<file path="config.mk">
export PLATFORM = sky130hd
export DESIGN_NAME = booth_iter_counter
export DESIGN_NICKNAME = d
export VERILOG_FILES = /design/src/rtl/booth_iter_counter.sv
export SDC_FILE = /design/constraint.sdc
export NUM_CORES = 1
export LEC_CHECK = 0
export CELL_PAD_IN_SITES_DETAIL_PLACEMENT = 1
export CELL_PAD_IN_SITES_GLOBAL_PLACEMENT = 1
export CORE_MARGIN = 10
export CORE_UTILIZATION = 33
export CTS_CLUSTER_DIAMETER = 120
export DETAILED_ROUTE_END_ITERATION = 8
export PLACE_DENSITY = 0.88
export SLEW_MARGIN = 20
export SYNTH_ARGS = -nofsm -noshare
export SYNTH_HDL_FRONTEND = slang
export SYNTH_SLANG_ARGS = --single-unit
</file>
<file path="constraint.sdc">
create_clock -name clk -period 2.4 [get_ports clk]
set_clock_uncertainty 0.1 [all_clocks]
set_input_delay 0.72 -clock clk [delete_from_list [all_inputs] [get_ports clk]]
set_output_delay 0.72 -clock clk [all_outputs]
set_load 0.03 [all_outputs]
</file>
<file path="src/rtl/booth_iter_counter.sv">
// Iteration sequencer for the Booth multiplier datapath: counts partial-product
// steps over a programmable operand length in radix-2 or radix-4 mode.
module booth_iter_counter #(
    parameter int CNT_W     = 6,
    parameter bit RADIX4_EN = 1'b1
) (
    input  logic             clk,
    input  logic             reset,
    input  logic             start,
    input  logic [CNT_W-1:0] len,
    input  logic             radix4,
    input  logic             en_pp,
    input  logic             abort,
    output logic [CNT_W-1:0] out,
    output logic [CNT_W:0]   bit_idx,
    output logic [CNT_W-1:0] total,
    output logic             busy,
    output logic             last,
    output logic             done
);

    typedef enum logic [1:0] {
        S_IDLE,
        S_RUN,
        S_DONE
    } state_t;

    state_t           state, state_nxt;
    logic [CNT_W-1:0] out_nxt, total_nxt;
    logic             step2, step2_nxt;   // 1 = two operand bits per iteration
    logic [CNT_W:0]   len_inc;

    // One extra bit so len = 2^CNT_W-1 rounds up without overflow.
    assign len_inc = {1'b0, len} + (CNT_W+1)'(1);

    // NOTE: every always_comb output gets a default first, so no path leaves a
    // variable unassigned and no latch is inferred.
    always_comb begin
        state_nxt = state;
        out_nxt   = out;
        total_nxt = total;
        step2_nxt = step2;

        if (start) begin
            state_nxt = S_RUN;
            out_nxt   = '0;
            step2_nxt = radix4 && RADIX4_EN;
            total_nxt = step2_nxt ? len_inc[CNT_W:1] : len;
        end else begin
            unique case (state)
                S_RUN: begin
                    if (abort) begin
                        state_nxt = S_IDLE;
                    end else if (total == '0) begin
                        state_nxt = S_DONE;
                    end else if (en_pp) begin
                        out_nxt = out + CNT_W'(1);
                        if (out == total - CNT_W'(1)) begin
                            state_nxt = S_DONE;
                        end
                    end
                end
                S_DONE:  state_nxt = S_IDLE;
                default: state_nxt = S_IDLE;
            endcase
        end
    end

    // NOTE: sequential state uses non-blocking assignments so every register
    // samples the pre-edge values, independent of statement order.
    always_ff @(posedge clk) begin
        if (reset) begin
            state <= S_IDLE;
            out   <= '0;
            total <= '0;
            step2 <= 1'b0;
        end else begin
            state <= state_nxt;
            out   <= out_nxt;
            total <= total_nxt;
            step2 <= step2_nxt;
        end
    end

    // All flags decode registered values only.
    assign busy    = (state == S_RUN);
    assign done    = (state == S_DONE);
    assign last    = busy && (total != '0) && (out == total - CNT_W'(1));
    assign bit_idx = step2 ? {out, 1'b0} : {1'b0, out};

endmodule

</file>
==> results.md, run 1 <==
* Fill count at 375
* RSZ-0062 raised after global routing: true
* Mapped Cells at 126
* # nets final at 184
* Starting DRT DRC Count at 35
* Worst setup EP type: output pin
* Crit path buf inv count at 1
* Total GRT Usage at 0.121
* CTS Buffer Depth at 2
* Peak supply drop at 0.189 mV
* Initial antenna violation count at 0
* Worst-Margin Slew at 0.338 ns
* Slowest-stage cell, CP: dfxtp_4
* Routed Wire Length at 3.54 mm
* Pre-antenna DRT Iters at 4
* Placer Congestion at 0.790
* Drt wl/cell at 16.7 um
* Vias after detailed routing at 1072
* Setup-failing EPs final at 1
* Post-layout min period at 2.65 ns
* Async S/R FF share, synth at 0
* Post-synthesis mux area share at 0.100
* Worst EP required at 1.58 ns
* Die extent in x at 76.8 um
* Antenna fix cells at 0
* WP data arrival at 1.83 ns
* FF+latch count, synth at 15
* Post-synthesis sequential area ratio at 0.282
* Setup Crit Path Kind: flip-flop to output pin
* Area contributors post-synth: dfxtp_1, xor2_1, nor2_1
* EDFF count, synth at 0
* Critical Path Fanout Max at 5
* Power Total at 646 uW
* Post-synthesis simple-gate area fraction at 0.281
* Startpoint class of the critical path: flip-flop
* DRC viols at 0
* Die H at 76.8 um
* DRT antenna net count at 0
* Max-slew violations at 0
* Clock slew at reported path FFs at 0.10 ns
* Num rows at 20
* Hold Crit Class: flip-flop to flip-flop
* Hold_buf cts at 0
* Syn avg cell area at 8.44 um^2
* Total number of yosys warnings at 0
* Synth Cell Area at 1060 um^2
* Core Area at 3080 um^2
* Status: complete, but fails checks
* Area share of the largest cell type after synthesis at 0.282
* Global-route wire length before repair at 5.93 mm
* Post-detail-place hpwl at 2.80 mm
* Largest family of logic cells by synthesized area: simple AND/OR/NAND/NOR gates
* Hold Vio Cnt, Final at 0
* Family with the most delay on the worst path: simple AND/OR/NAND/NOR gates
* Slew margin rel. at 0.774
* Overflow after GRT at 0
* Worst-Skew Late Latency at 0.29 ns
* Synth top cells by count: nor2_1, dfxtp_1, nand2_1, xor2_1
* TritonCTS clock tree: done
* Leakage at 0.716 nW
* Number of global-route vias before repair at 1157
* Ys flop type: dfxtp_1
* Syn Nets at 141
* Clock root buffer: clkbuf_4
* Fin crit share at 1.10
* Post-synth top area cell: dfxtp_1
* Xor and xnor area share after synthesis at 0.0988
* # IOs at 34
* CP peak stage delay at 0.38 ns
* Initial Util at 0.346
* Total of max-cap violations at 0
* TritonCTS buffer count at 3
* DR vias/cell at 5.06
* Adder-cell share of the synthesized area at 0.0353
* Port bufs at 33
* Clock sink count at 15
* H-tree levels at 1
* Pwr/cell area at 401 nW/um^2
* Largest net degree at the start of global routing at 11
* Full die area at 5890 um^2
* Achievable Freq at 0.377 GHz
* Share of post-route cells with drive strength above 1 at 0.280
* Synth unique cells at 41
* Most common cell in the netlist: nor2_1
* Synth-to-Final Area Change at 51.3%
* Failing checks: negative setup slack
* Crit-path cells: nor3_4, xor2_1, o221a_2, o21ai_2, nor4b_4, buf_6
* Post-synthesis compound-gate area fraction at 0.155
* Setup slack after layout at -0.251 ns
* Final Core Density at 0.523
-- cell type report --
cell class              count  area (um^2)  area share
multi-input cells         100          782       0.486
repair buffers             45          417       0.259
clock inverters             1         5.00     0.00311
well taps                  44         55.1      0.0342
flip-flops and latches     15          313       0.194
inverters                   4         15.0     0.00933
clock buffers               3         22.5      0.0140
-- tightest hold or removal path, stage by stage (launching register included) --
cell and delay, ns:
dfxtp_4 0.38, nor2_1 0.09, a211oi_1 0.05
-- sequential cells by signal, indices dropped and copies added, names as in the netlist --
name and cells:
out 6, state 2, step2 1, total 6
-- final timing paths --
path	slack, ns	cells past startpoint	from	endpoint
max reg2reg	0.53	8	total[0]	state[0]
min	0.45	2	total[0]	total[0]
min reg2reg	0.45	2	total[0]	total[0]
max	-0.25	6	total[0]	last
-- what timing repair did --
action                     CTS  global route
pin swaps                    9             2
resized for setup           21             2
setup buffers                3             1
setup endpoints to repair    8             3
-- kinds of logic after synthesis --
family,after synthesis
AO/OA/AOI/OAI,21
XOR/XNOR,12
adder cells (fa/ha/maj),3
buffers and inverters,11
flip-flops,15
multiplexers,10
AND/OR/NAND/NOR,54
-- through the flow --
stage | hold slack (ns) | cell area, um^2 | TNS [ns] | setup slack, ns | instances
after floorplan | 0.421 | 1090 | 0 | 0.0126 | 126
after global placement | 0.430 | 1500 | 0 | 0.0609 | 204
after detailed placement | 0.438 | 1500 | -0.0484 | -0.0484 | 204
after CTS | 0.462 | 1600 | -0.282 | -0.282 | 211
after global routing | 0.491 | 1610 | -0.352 | -0.352 | 212
final | 0.452 | 1610 | -0.251 | -0.251 | 212
-- routing by layer --
metal	vias up	track usage	share of wire
li1	526	-	-
met5	-	0	0
met4	0	0.0632	0.026
met1	514	0.128	0.41
met3	8	0.0280	0.039
met2	24	0.218	0.53
-- power breakdown --
group          leakage (nW)  switching [mW]  internal (mW)  total, mW
clock                0.0177          0.0911         0.0621      0.153
sequential            0.125          0.0180          0.258      0.276
combinational         0.573           0.105          0.111      0.216
total                 0.716           0.214          0.432      0.646
-- layout by cell type (no fill, tap or decap), types with 5 or more instances in the layout --
| cell | count |
|---|---|
| dfxtp_1 | 9 |
| mux2i_1 | 5 |
| dlygate4sd2_1 | 8 |
| nor2_1 | 17 |
| clkdlybuf4s50_1 | 22 |
| buf_4 | 12 |
| nand2_1 | 10 |
| xor2_1 | 8 |
| mux2_2 | 5 |
Power figures use the tool's default switching activity.
==> inputs of run 2 (changes only) <==
- RECOVER_POWER: default -> 100
==> results.md, run 2 (synthesis gave the netlist of run 1 again) <==
* Status: complete, but fails checks
* Failing checks: negative setup slack
* FF+latch area at 312 um^2 (-0.40%)
* Met3 GRT Util at 0.0280 (unchanged)
* Die H at 76.8 um (unchanged)
* Starting DRT DRC Count at 35 (unchanged)
* Number of global-route vias before repair at 1157 (unchanged)
* Overflow after GRT at 0 (unchanged)
* R2R Path Start: total[0]
* Total GRT Usage at 0.121 (unchanged)
* Fill count at 377 (+0.53%)
* Worst EP required at 1.58 ns (about the same)
* Worst-Margin Slew at 0.408 ns (+0.0706 ns)
* Full die area at 5890 um^2 (unchanged)
* Critical Path Source: total[0]
* Placer Congestion at 0.790 (unchanged)
* Most common cell after layout, fill and taps aside: clkdlybuf4s50_1
* Post-layout min period at 2.65 ns (-0.000133 ns)
* Hold slack at 0.452 ns (-0.000254 ns)
* Die extent in x at 76.8 um (unchanged)
* Global-route wire length before repair at 5.93 mm (unchanged)
* RSZ-0062 raised after global routing: true
* Slew margin rel. at 0.728 (-0.0467)
* Reg2Reg Depth at 8 (unchanged)
* Clock sink count at 15 (unchanged)
* Worst setup EP type: output pin
* Setup TNS Final at -0.251 ns (+0.000133 ns)
* Fin crit share at 1.10 (about the same)
* GR Layer Usage met2 at 0.218 (unchanged)
* Clock slew at reported path FFs at 0.09 ns (about the same)
* # IOs at 34 (unchanged)
* Hold Crit Class: flip-flop to flip-flop
* H-tree levels at 1 (unchanged)
* TritonCTS clock tree: done
* WP data arrival at 1.83 ns (about the same)
* Commonest non-fill, non-tap cells in the layout: clkdlybuf4s50_1, nor2_1, nand2_1, dfxtp_1, buf_4
* Routed Wire Length at 3.51 mm (-0.76%)
* Drt wl/cell at 16.6 um (-0.76%)
* Top Registers: out x6, total x6, state x2
* Routing usage on met1 at 0.128 (unchanged)
* Hold Vio Cnt, Final at 0 (unchanged)
* Worst Setup Slack post-DPL at -0.0484 ns (unchanged)
* Hold Crit Start: total[0]
* Antenna fix cells at 0 (unchanged)
* DRC viols at 0 (unchanged)
* DR vias/cell at 5.05 (about the same)
* Setup Crit Path Kind: flip-flop to output pin
* Setup-failing EPs final at 1 (unchanged)
* Max-slew violations at 0 (unchanged)
* Port bufs at 33 (unchanged)
* Worst-Skew Late Latency at 0.29 ns (about the same)
* Reg2reg setup slack at 0.53 ns (about the same)
* Achievable Freq at 0.377 GHz (about the same)
* DRT antenna net count at 0 (unchanged)
* Initial antenna violation count at 0 (unchanged)
* Setup slack after layout at -0.251 ns (+0.000133 ns)
* Critical Path Fanout Max at 5 (unchanged)
* Peak supply drop at 0.189 mV (about the same)
* Vias after detailed routing at 1071 (-0.093%)
* # nets final at 184 (unchanged)
* Synth-to-Final Area Change at 48.4%
* Initial Util at 0.346 (unchanged)
* Busiest grt layer: met2
* Core Area at 3080 um^2 (unchanged)
* TritonCTS buffer count at 3 (unchanged)
* Startpoint class of the critical path: flip-flop
* Share of post-route cells with drive strength above 1 at 0.250 (-0.0298)
* Post-detail-place hpwl at 2.80 mm (unchanged)
* CTS Buffer Depth at 2 (unchanged)
* Pwr/cell area at 406 nW/um^2 (+1.3%)
* Total of max-cap violations at 0 (unchanged)
* Leakage at 0.665 nW (-7.0%)
* Critical R2R Capture: state[0]
* Clock root buffer: clkbuf_4
* Area of the multi-input gates at 777 um^2 (-0.64%)
* Largest net degree at the start of global routing at 11 (unchanged)
* Pre-antenna DRT Iters at 4 (unchanged)
* Setup crit end: last
* Num rows at 20 (unchanged)
run 2: cell types whose count changed in the layout (fill, tap and decap cells not counted), sizes merged:
| cell | delta |
|---|---|
| dlygate4sd3 | +3 |
| dlymetal6s2s | -2 |
| clkdlybuf4s50 | -3 |
| clkbuf | +4 |
| buf | -2 |
run 2: where the power goes:
group / internal (mW) / switching, mW
sequential: 0.258 / 0.0177
combinational: 0.108 / 0.105
clock: 0.0621 / 0.0905
run 2: per-stage QoR:
stage          instances  power [mW]  utilization  area [um^2]
2_1_floorplan        126       0.386            -         1090
3_3_place_gp         204       0.454        0.487         1500
3_5_place_dp         204       0.466        0.487         1500
4_1_cts              211       0.646        0.519         1600
5_1_grt              212       0.680        0.513         1580
6_report             212       0.641        0.513         1580
run 2: worst min-delay path by stage:
stage	to	depth (start not counted)	slack, ns
6_report	total[0]	2	0.45
5_1_grt	total[0]	2	0.49
4_1_cts	total[1]	2	0.46
3_5_place_dp	total[1]	2	0.44
3_3_place_gp	total[1]	2	0.43
2_1_floorplan	state[1]	2	0.42
run 2: cell type report:
cell class,count,share of cell area
multi-input cells,100,0.492
repair buffers,45,0.248
clock buffers,3,0.0143
inverters,4,0.00952
flip-flops and latches,15,0.197
well taps,44,0.0349
clock inverters,1,0.00317
run 2: metal layers:
| metal | wire (um) | part of all wire | up-vias |
|---|---|---|---|
| met5 | 0 | 0 | - |
| met2 | 1850 | 0.53 | 26 |
| met1 | 1430 | 0.41 | 512 |
| li1 | - | - | 525 |
| met4 | 93 | 0.026 | 0 |
| met3 | 138 | 0.039 | 8 |
run 2: critical path, stage by stage, from the launching register on:
cell and delay, ns:
dfxtp_4 0.38, nor3_4 0.24, xor2_1 0.11, o221a_2 0.24, o21ai_2 0.13, nor4b_4 0.26, buf_6 0.18
run 2: what timing repair did:
item	4_1_cts	5_1_grt
endpoints found under the hold margin	0	0
pin swaps	9	2
hold buffers	0	0
buffers inserted	3	1
gates resized for setup	21	2
setup endpoints to repair	8	3
